[config.mk]
export PLATFORM = sky130hd
export DESIGN_NAME = reg_scoreboard
export DESIGN_NICKNAME = d
export VERILOG_FILES = /design/src/rtl/reg_scoreboard.sv
export SDC_FILE = /design/constraint.sdc
export NUM_CORES = 1
export LEC_CHECK = 0
export CAP_MARGIN = 20
export CORE_MARGIN = 5
export CORE_UTILIZATION = 55
export DETAILED_ROUTE_END_ITERATION = 6
export DONT_BUFFER_PORTS = 1
export PLACE_DENSITY_LB_ADDON = 0.12
export SLEW_MARGIN = 5
export SYNTH_ARGS = -nofsm -noshare
export SYNTH_HDL_FRONTEND = slang
export SYNTH_SLANG_ARGS = --single-unit
[constraint.sdc]
create_clock -name clk -period 10 [get_ports clk]
set_input_delay 3 -clock clk [delete_from_list [all_inputs] [get_ports clk]]
set_output_delay 3 -clock clk [all_outputs]
set_load 0.1 [all_outputs]
[src/rtl/reg_scoreboard.sv]
// reg_scoreboard: per-register outstanding-write counters for long-latency
// producers (loads, mul/div). Publishes a registered pending bitmap and busy
// flag, a combinational issue-ready and decode-stall, and a sticky underflow
// error. Register 0 is hard-wired and never tracked.
//
// Handshake: an issue is taken on a cycle where iss_valid && iss_ready are
// both high and iss_rd != 0. When iss_ready is low, the producer holds the op
// and nothing is recorded. Completions have no back-pressure and are always
// consumed in the cycle they are presented.
module reg_scoreboard #(
   parameter int NUM_REGS = 32,
   parameter int CNT_W    = 2
) (
   input  logic                clk,
   input  logic                rst,
   input  logic                cfg_enable,
   output logic                scoreboard_enable,
   input  logic                iss_valid,
   input  logic [4:0]          iss_rd,
   output logic                iss_ready,
   input  logic                cmp0_valid,
   input  logic [4:0]          cmp0_rd,
   input  logic                cmp1_valid,
   input  logic [4:0]          cmp1_rd,
   input  logic [4:0]          id_rs1,
   input  logic [4:0]          id_rs2,
   output logic [NUM_REGS-1:0] reg_write_bitmap,
   output logic                sb_stall,
   output logic                busy,
   output logic                err_underflow
);

   localparam logic [CNT_W-1:0] CNT_MAX = '1;

   logic [CNT_W-1:0]    cnt_q [NUM_REGS];
   logic [CNT_W-1:0]    cnt_d [NUM_REGS];
   logic [NUM_REGS-1:0] bitmap_q, bitmap_d;
   logic                busy_q, busy_d;
   logic                en_q, en_d;
   logic                err_q, err_d;
   logic                iss_accept;
   logic                underflow_hit;
   logic                rs1_pend, rs2_pend;

   // Issue readiness uses the pre-update count of the named destination.
   // rd 0 and any index beyond the tracked range are never back-pressured.
   always_comb begin
      iss_ready = 1'b1;
      for (int r = 1; r < NUM_REGS; r++) begin
         if (iss_rd == 5'(r) && cnt_q[r] == CNT_MAX) begin
            iss_ready = 1'b0;
         end
      end
   end

   assign iss_accept = iss_valid && iss_ready && (iss_rd != 5'd0);

   // Net counter update: +1 for an accepted issue, -1 per completion port
   // naming the register. A net below zero clamps to 0 and flags underflow.
   // Overflow cannot happen because iss_ready gates the increment.
   always_comb begin
      logic [CNT_W:0] up;
      logic [1:0]     down;
      underflow_hit = 1'b0;
      up            = '0;
      down          = '0;
      for (int r = 0; r < NUM_REGS; r++) begin
         cnt_d[r] = cnt_q[r];
         if (r != 0) begin
            up   = {1'b0, cnt_q[r]}
                 + {{CNT_W{1'b0}}, (iss_accept && iss_rd == 5'(r))};
            down = {1'b0, (cmp0_valid && cmp0_rd == 5'(r))}
                 + {1'b0, (cmp1_valid && cmp1_rd == 5'(r))};
            if (up < (CNT_W+1)'(down)) begin
               cnt_d[r]      = '0;
               underflow_hit = 1'b1;
            end else begin
               cnt_d[r] = CNT_W'(up - (CNT_W+1)'(down));
            end
         end else begin
            cnt_d[r] = '0;
         end
      end
   end

   // Registered views derive from the next-state counters so they line up
   // with the counters themselves one cycle after the event.
   always_comb begin
      bitmap_d = '0;
      for (int r = 1; r < NUM_REGS; r++) begin
         bitmap_d[r] = (cnt_d[r] != '0);
      end
      busy_d = |bitmap_d;
      en_d   = cfg_enable;
      err_d  = err_q | underflow_hit;
   end

   // State registers; reset wins over any same-cycle issue or completion.
   always_ff @(posedge clk) begin
      if (rst) begin
         for (int r = 0; r < NUM_REGS; r++) begin
            cnt_q[r] <= '0;
         end
         bitmap_q <= '0;
         busy_q   <= 1'b0;
         en_q     <= 1'b0;
         err_q    <= 1'b0;
      end else begin
         for (int r = 0; r < NUM_REGS; r++) begin
            cnt_q[r] <= cnt_d[r];
         end
         bitmap_q <= bitmap_d;
         busy_q   <= busy_d;
         en_q     <= en_d;
         err_q    <= err_d;
      end
   end

   // Decode stall: an ID source is pending in the registered bitmap. Only
   // the stall is gated by enable; tracking keeps running regardless.
   always_comb begin
      rs1_pend = 1'b0;
      rs2_pend = 1'b0;
      for (int r = 1; r < NUM_REGS; r++) begin
         if (id_rs1 == 5'(r) && bitmap_q[r]) rs1_pend = 1'b1;
         if (id_rs2 == 5'(r) && bitmap_q[r]) rs2_pend = 1'b1;
      end
      sb_stall = en_q && (rs1_pend || rs2_pend);
   end

   assign reg_write_bitmap  = bitmap_q;
   assign busy              = busy_q;
   assign scoreboard_enable = en_q;
   assign err_underflow     = err_q;

endmodule

* After elaboration in Yosys (flattened, before gate mapping)
Memory sizes are Yosys's and may differ from the RTL's. Index checks and enable logic that the tools add are counted.
Word-level totals: flip-flop bits (word level) 35, RAM bits 64, input bits 31, memories kept 1
Operators by class: add/sub/neg operators 93, magnitude comparators 31, equal/unequal tests 186, mux-type cells 190, bitwise logic cells 33, reductions and logical operators 223
Memory list:
- cnt_q | depth 32, width 2, rd ports 31, clocked after memory_dff 0, write ports 32, line 35 | logic [CNT_W-1:0] cnt_q [NUM_REGS];
Operator list (number):
- 5-bit == test (second input constant) | 80
- 5-bit by 4-bit == test with 1-bit output (second input constant) | 40
- 1-bit logical AND | 189
- 1-bit two-way mux | 127
- 2-bit two-way mux | 63
- 5-bit by 3-bit == test with 1-bit output (second input constant) | 20
- 2-bit by 1-bit adder with 3-bit output | 31
- 3-bit by 2-bit < comparator with 1-bit output | 31
- 1-bit by 1-bit adder with 2-bit output | 31
- 2-bit == test (second input constant) | 31
- 2-bit nonzero test | 31
- 2-bit subtractor | 31
- 5-bit by 2-bit == test with 1-bit output (second input constant) | 10
- 1-bit bitwise OR | 33
- 31-bit OR reduction | 1
- 5-bit by 1-bit == test with 1-bit output (second input constant) | 5
- 5-bit nonzero test | 1
- 1-bit logical OR | 1

* Longest topological paths before layout
An unclocked memory read counts as a cell.
depth after elaboration 71, gate-level depth with buffers 16

* Worst setup path after synthesis
Ideal clock, no wire load.
path type in2out, start in iss_rd[0], end out iss_ready, arrival time 5.382 ns, data required time 7.000 ns, setup slack 1.618 ns, cell stages on the path 8, buffers on the path 3, cell sequence buf_2 > buf_2 > nand4b_2 > o22ai_1 > a311oi_1 > o2111ai_2 > buf_2 > nor2_1
On the way: cells in the longest elaborated chain, start to end 33, elaborated cells on any way between the ends 93, those cells by class eq/ne: 31; mux: 31; reduce/logical: 31
Ends and longest elaborated chain:
- start: declaration | line 19 | input logic [4:0] iss_rd,
- 5-bit by 1-bit == test with 1-bit output | line 50 | if (iss_rd == 5'(r) && cnt_q[r] == CNT_MAX) begin
- 1-bit logical AND | line 50
- 1-bit two-way mux (30 in series) | line 50
- 1-bit two-way mux (*) | line 50
- end: declaration | line 20 | output logic iss_ready,
Every way passes the cells marked *; elsewhere a longest branch is shown, timed or not.

* Final worst setup path
start in id_rs2[2], end out sb_stall
On the way: cells in the longest elaborated chain, start to end 35, elaborated cells on any way between the ends 95, those cells by class eq/ne: 31; mux: 31; reduce/logical: 33
Ends and longest elaborated chain:
- start: declaration | line 26 | input logic [4:0] id_rs2,
- 5-bit by 1-bit == test with 1-bit output | line 126 | if (id_rs2 == 5'(r) && bitmap_q[r]) rs2_pend = 1'b1;
- 1-bit logical AND | line 126
- 1-bit two-way mux (30 in series) | line 126
- 1-bit two-way mux (*) | line 126
- 1-bit logical OR (*) | line 128 | sb_stall = en_q && (rs1_pend || rs2_pend);
- 1-bit logical AND (*) | line 128
- end: declaration | line 28 | output logic sb_stall,
Marks and branches as above.

==> run_results.csv <==
group,metric,value,unit
yosys,synth_edf_count,0,
yosys,synth-simple-area-share,25.71,%
floorplan,fp.dieW,131.8,µm
clock_network,path_clk_slew,0.07,ns
global_routing,grt_pass1_wl,38630,µm
worst_setup_path,crit_arrival,4.79,ns
global_routing,grt_pass1_vias,6642,
clock_network,cts_inserted_buffers,9,
finish,nFillCells,1371,
yosys,ys_async_sr_fraction,0,%
yosys,synthMuxAreaShare,1.565,%
clock_network,h-tree-depth,3,
power_and_ir_drop,cellLeakagePower,3.951,nW
clock_network,ctsHoldBuffers,0,
global_routing,antenna_found_initial,0,
yosys,synth_cell_types,74,
power_and_ir_drop,clkPwrFrac,42.0,%
detailed_routing,via_per_inst,6.223,
yosys,ys_ff_latch,96,
worst_setup_path,worst_path_max_delay_cell,"o41a_1",
timing,setup_tns,0,ns
power_and_ir_drop,peakVddDrop,0.07731,mV
yosys,synth-compound-area-share,11.41,%
power_and_ir_drop,switching_share,30.31,%
placement,dp.cells,1126,
floorplan,dieArea,0.01736,mm²
power_and_ir_drop,internal_power,0.6557,mW
floorplan,die-height,131.8,µm
yosys,synth_top_family_by_area,"adder cells",
clock_network,cts_setup_buffers,0,
finish,stdcell_count,1143,
power_and_ir_drop,seq_power_share,47.5,%
detailed_routing,drc_errors,0,
yosys,synth-adder-area-share,26.63,%
yosys,netlist_area,0.008155,mm²
finish,final_common_cell,"nor2_1",
finish,layout.nets,1140,
power_and_ir_drop,comb_power_share,10.5,%
yosys,ys_seq_area_share,23.57,%
worst_setup_path,cp_top_family,"compound AO/OA/AOI/OAI gates",
worst_setup_path,slowest_delay,0.83,ns
finish,finalCoreUtilization,58.69,%
timing,skew,0.01539,ns
clock_network,cts_root_buf,"clkbuf_16",
worst_setup_path,cp_max_fo,20,
clock_network,cts_buffer_depth,2,
timing,finalHoldViolations,0,
placement,dp.final_hpwl,19870,µm
worst_setup_path,crit_chain,"mux2_4 -> a32o_1 -> a222oi_1 -> a31oi_1 -> o41a_1",
timing,tightest_slew,1.135,ns
floorplan,io_pins,68,
timing,rsz0062_at_grt,"no",
worst_setup_path,end_kind,"primary output",
finish,fin_area,0.008529,mm²
worst_setup_path,required,7.00,ns
flow_run,cap_violations,0,
timing,setup_ws,2.214,ns
timing,setup_viol,0,
hold_path,min_path_type,"register to register",
finish,area_growth,4.587,%
detailed_routing,drt_first_pass_iters,5,
worst_setup_path,cp_num_buf_inv,0,
timing,slew_headroom,24.22,%
global_routing,grt_overflow,0,
detailed_routing,drt-initial-drc-count,610,
placement,placed_cell_area,0.008189,mm²
yosys,synthFlopType,"dfxtp_1",
detailed_routing,routed_wl,25030,µm
floorplan,num_rows,44,
timing,fin_crit_sh,77.86,%
timing,period_minus_slack,7.786,ns
placement,globalplace.congestion,0.9868,
clock_network,cts_resized,0,
finish,most-common-layout-cells,"128 x nor2_1, 124 x ha_1, 111 x inv_1",
power_and_ir_drop,total_power,0.9410,mW
clock_network,clk_latency,0.36,ns
clock_network,cts_tree,"yes",
clock_network,cts_sinks,96,
yosys,syn-num-nets,1172,
worst_setup_path,startpoint_type,"input port",
yosys,synth_cells,986,
global_routing,grt_max_degree,86,
yosys,synth_xor_xnor_area_share,3.329,%
placement,portBuffers,0,
finish,antennaDiodeCount,0,
floorplan,start_util,56.11,%
timing,max_freq,128.4,MHz
placement,dp_worst_setup_slack,2.211,ns
finish,drive_above_1_share,4.275,%
detailed_routing,ant_nets,0,
yosys,avgSynthCellArea,8.271,µm²
worst_setup_path,crit_type,"input port to primary output",
floorplan,core_area,0.01453,mm²
detailed_routing,post_drt_wl_per_cell,21.90,µm
detailed_routing,vias,7113,
power_and_ir_drop,power.density,110.3,mW/mm²
run_status,outcome,"finished clean",
timing,holdWs,0.7421,ns
power_and_ir_drop,p_sw,0.2852,mW
global_routing,track_usage,28.63,%
yosys,yosys_warnings,0,
timing,final_max_slew_viol_count,0,
area by class of cell:
type	instances	area, µm²	area share (%)
multi-input combinational	733	5605	65.72
sequential	96	1922	22.53
inverter	111	416.7	4.885
tap	184	230.2	2.699
clock buffer	9	225.2	2.640
clock inverter	7	107.6	1.262
timing repair buffer	3	22.52	0.2640
synthesized netlist by cell type, drive strengths merged (6+ instances only):
library cell  number  area (µm²)
o22ai              7       43.79
fa                31       620.6
nand3             19       95.09
nor3              41       205.2
nand4             22       137.6
o31a               8       71.32
clkbuf            20       75.07
buf               26       138.9
nand2b            49       306.5
xor2              28       245.2
o31ai             23       172.7
nand2             65       244.0
a21oi             30       150.1
nor2             129       484.2
nor2b             17       106.4
dfxtp             96        1922
or2               11       68.82
and3               6       37.54
o21ai              7       35.03
ha               124        1551
nor4               7       43.79
a22oi              6       45.04
nand3b             9       67.56
mux2i              9       90.09
inv              111       416.7
cells by family after synthesis:
group           after synthesis
compound gates              126
other cells                   1
simple gates                408
flops                        96
xor+xnor                     31
buf+inv                     157
mux                          12
fa+ha+maj                   155
power by group through the flow:
stage	registers, mW	clock network (mW)	logic, mW
2_1_floorplan	0.451	0	0.0853
6_report	0.447	0.395	0.0988
5_1_grt	0.449	0.415	0.108
3_5_place_dp	0.456	0	0.0957
3_3_place_gp	0.456	0	0.0949
4_1_cts	0.447	0.398	0.0965
path summary, 6_finish.rpt:
path | from | to | slack, ns | cells after the start
setup / recovery | id_rs2[2] | sb_stall | 2.21 | 5
hold / removal | cnt_q[0][13] | cnt_q[0][13] | 0.74 | 3
setup reg to reg | cnt_q[0][19] | err_underflow | 5.57 | 14
hold reg to reg | cnt_q[0][13] | cnt_q[0][13] | 0.74 | 3
layer usage:
layer	up-vias	global-route usage, %	wire (µm)
met3	63	8.168	2750
met4	0	11.77	977
li1	3319	-	-
met2	351	43.03	10830
met5	-	0	0
met1	3380	38.73	10480
sequential cells by signal (all words and copies together), names as in the netlist:
register and flops:
cnt_q 62, reg_write_bitmap 31, busy 1, err_underflow 1, scoreboard_enable 1
worst reg2reg max path: cells and delay by family, from the launching register on:
| family | cells | cell delay [ns] |
|---|---|---|
| buf+inv | 2 | 0.45 |
| fa+ha+maj | 2 | 0.66 |
| flops | 1 | 0.42 |
| simple gates | 6 | 1.60 |
| compound gates | 4 | 1.13 |
Note: power is estimated with default switching activity, not from simulation.
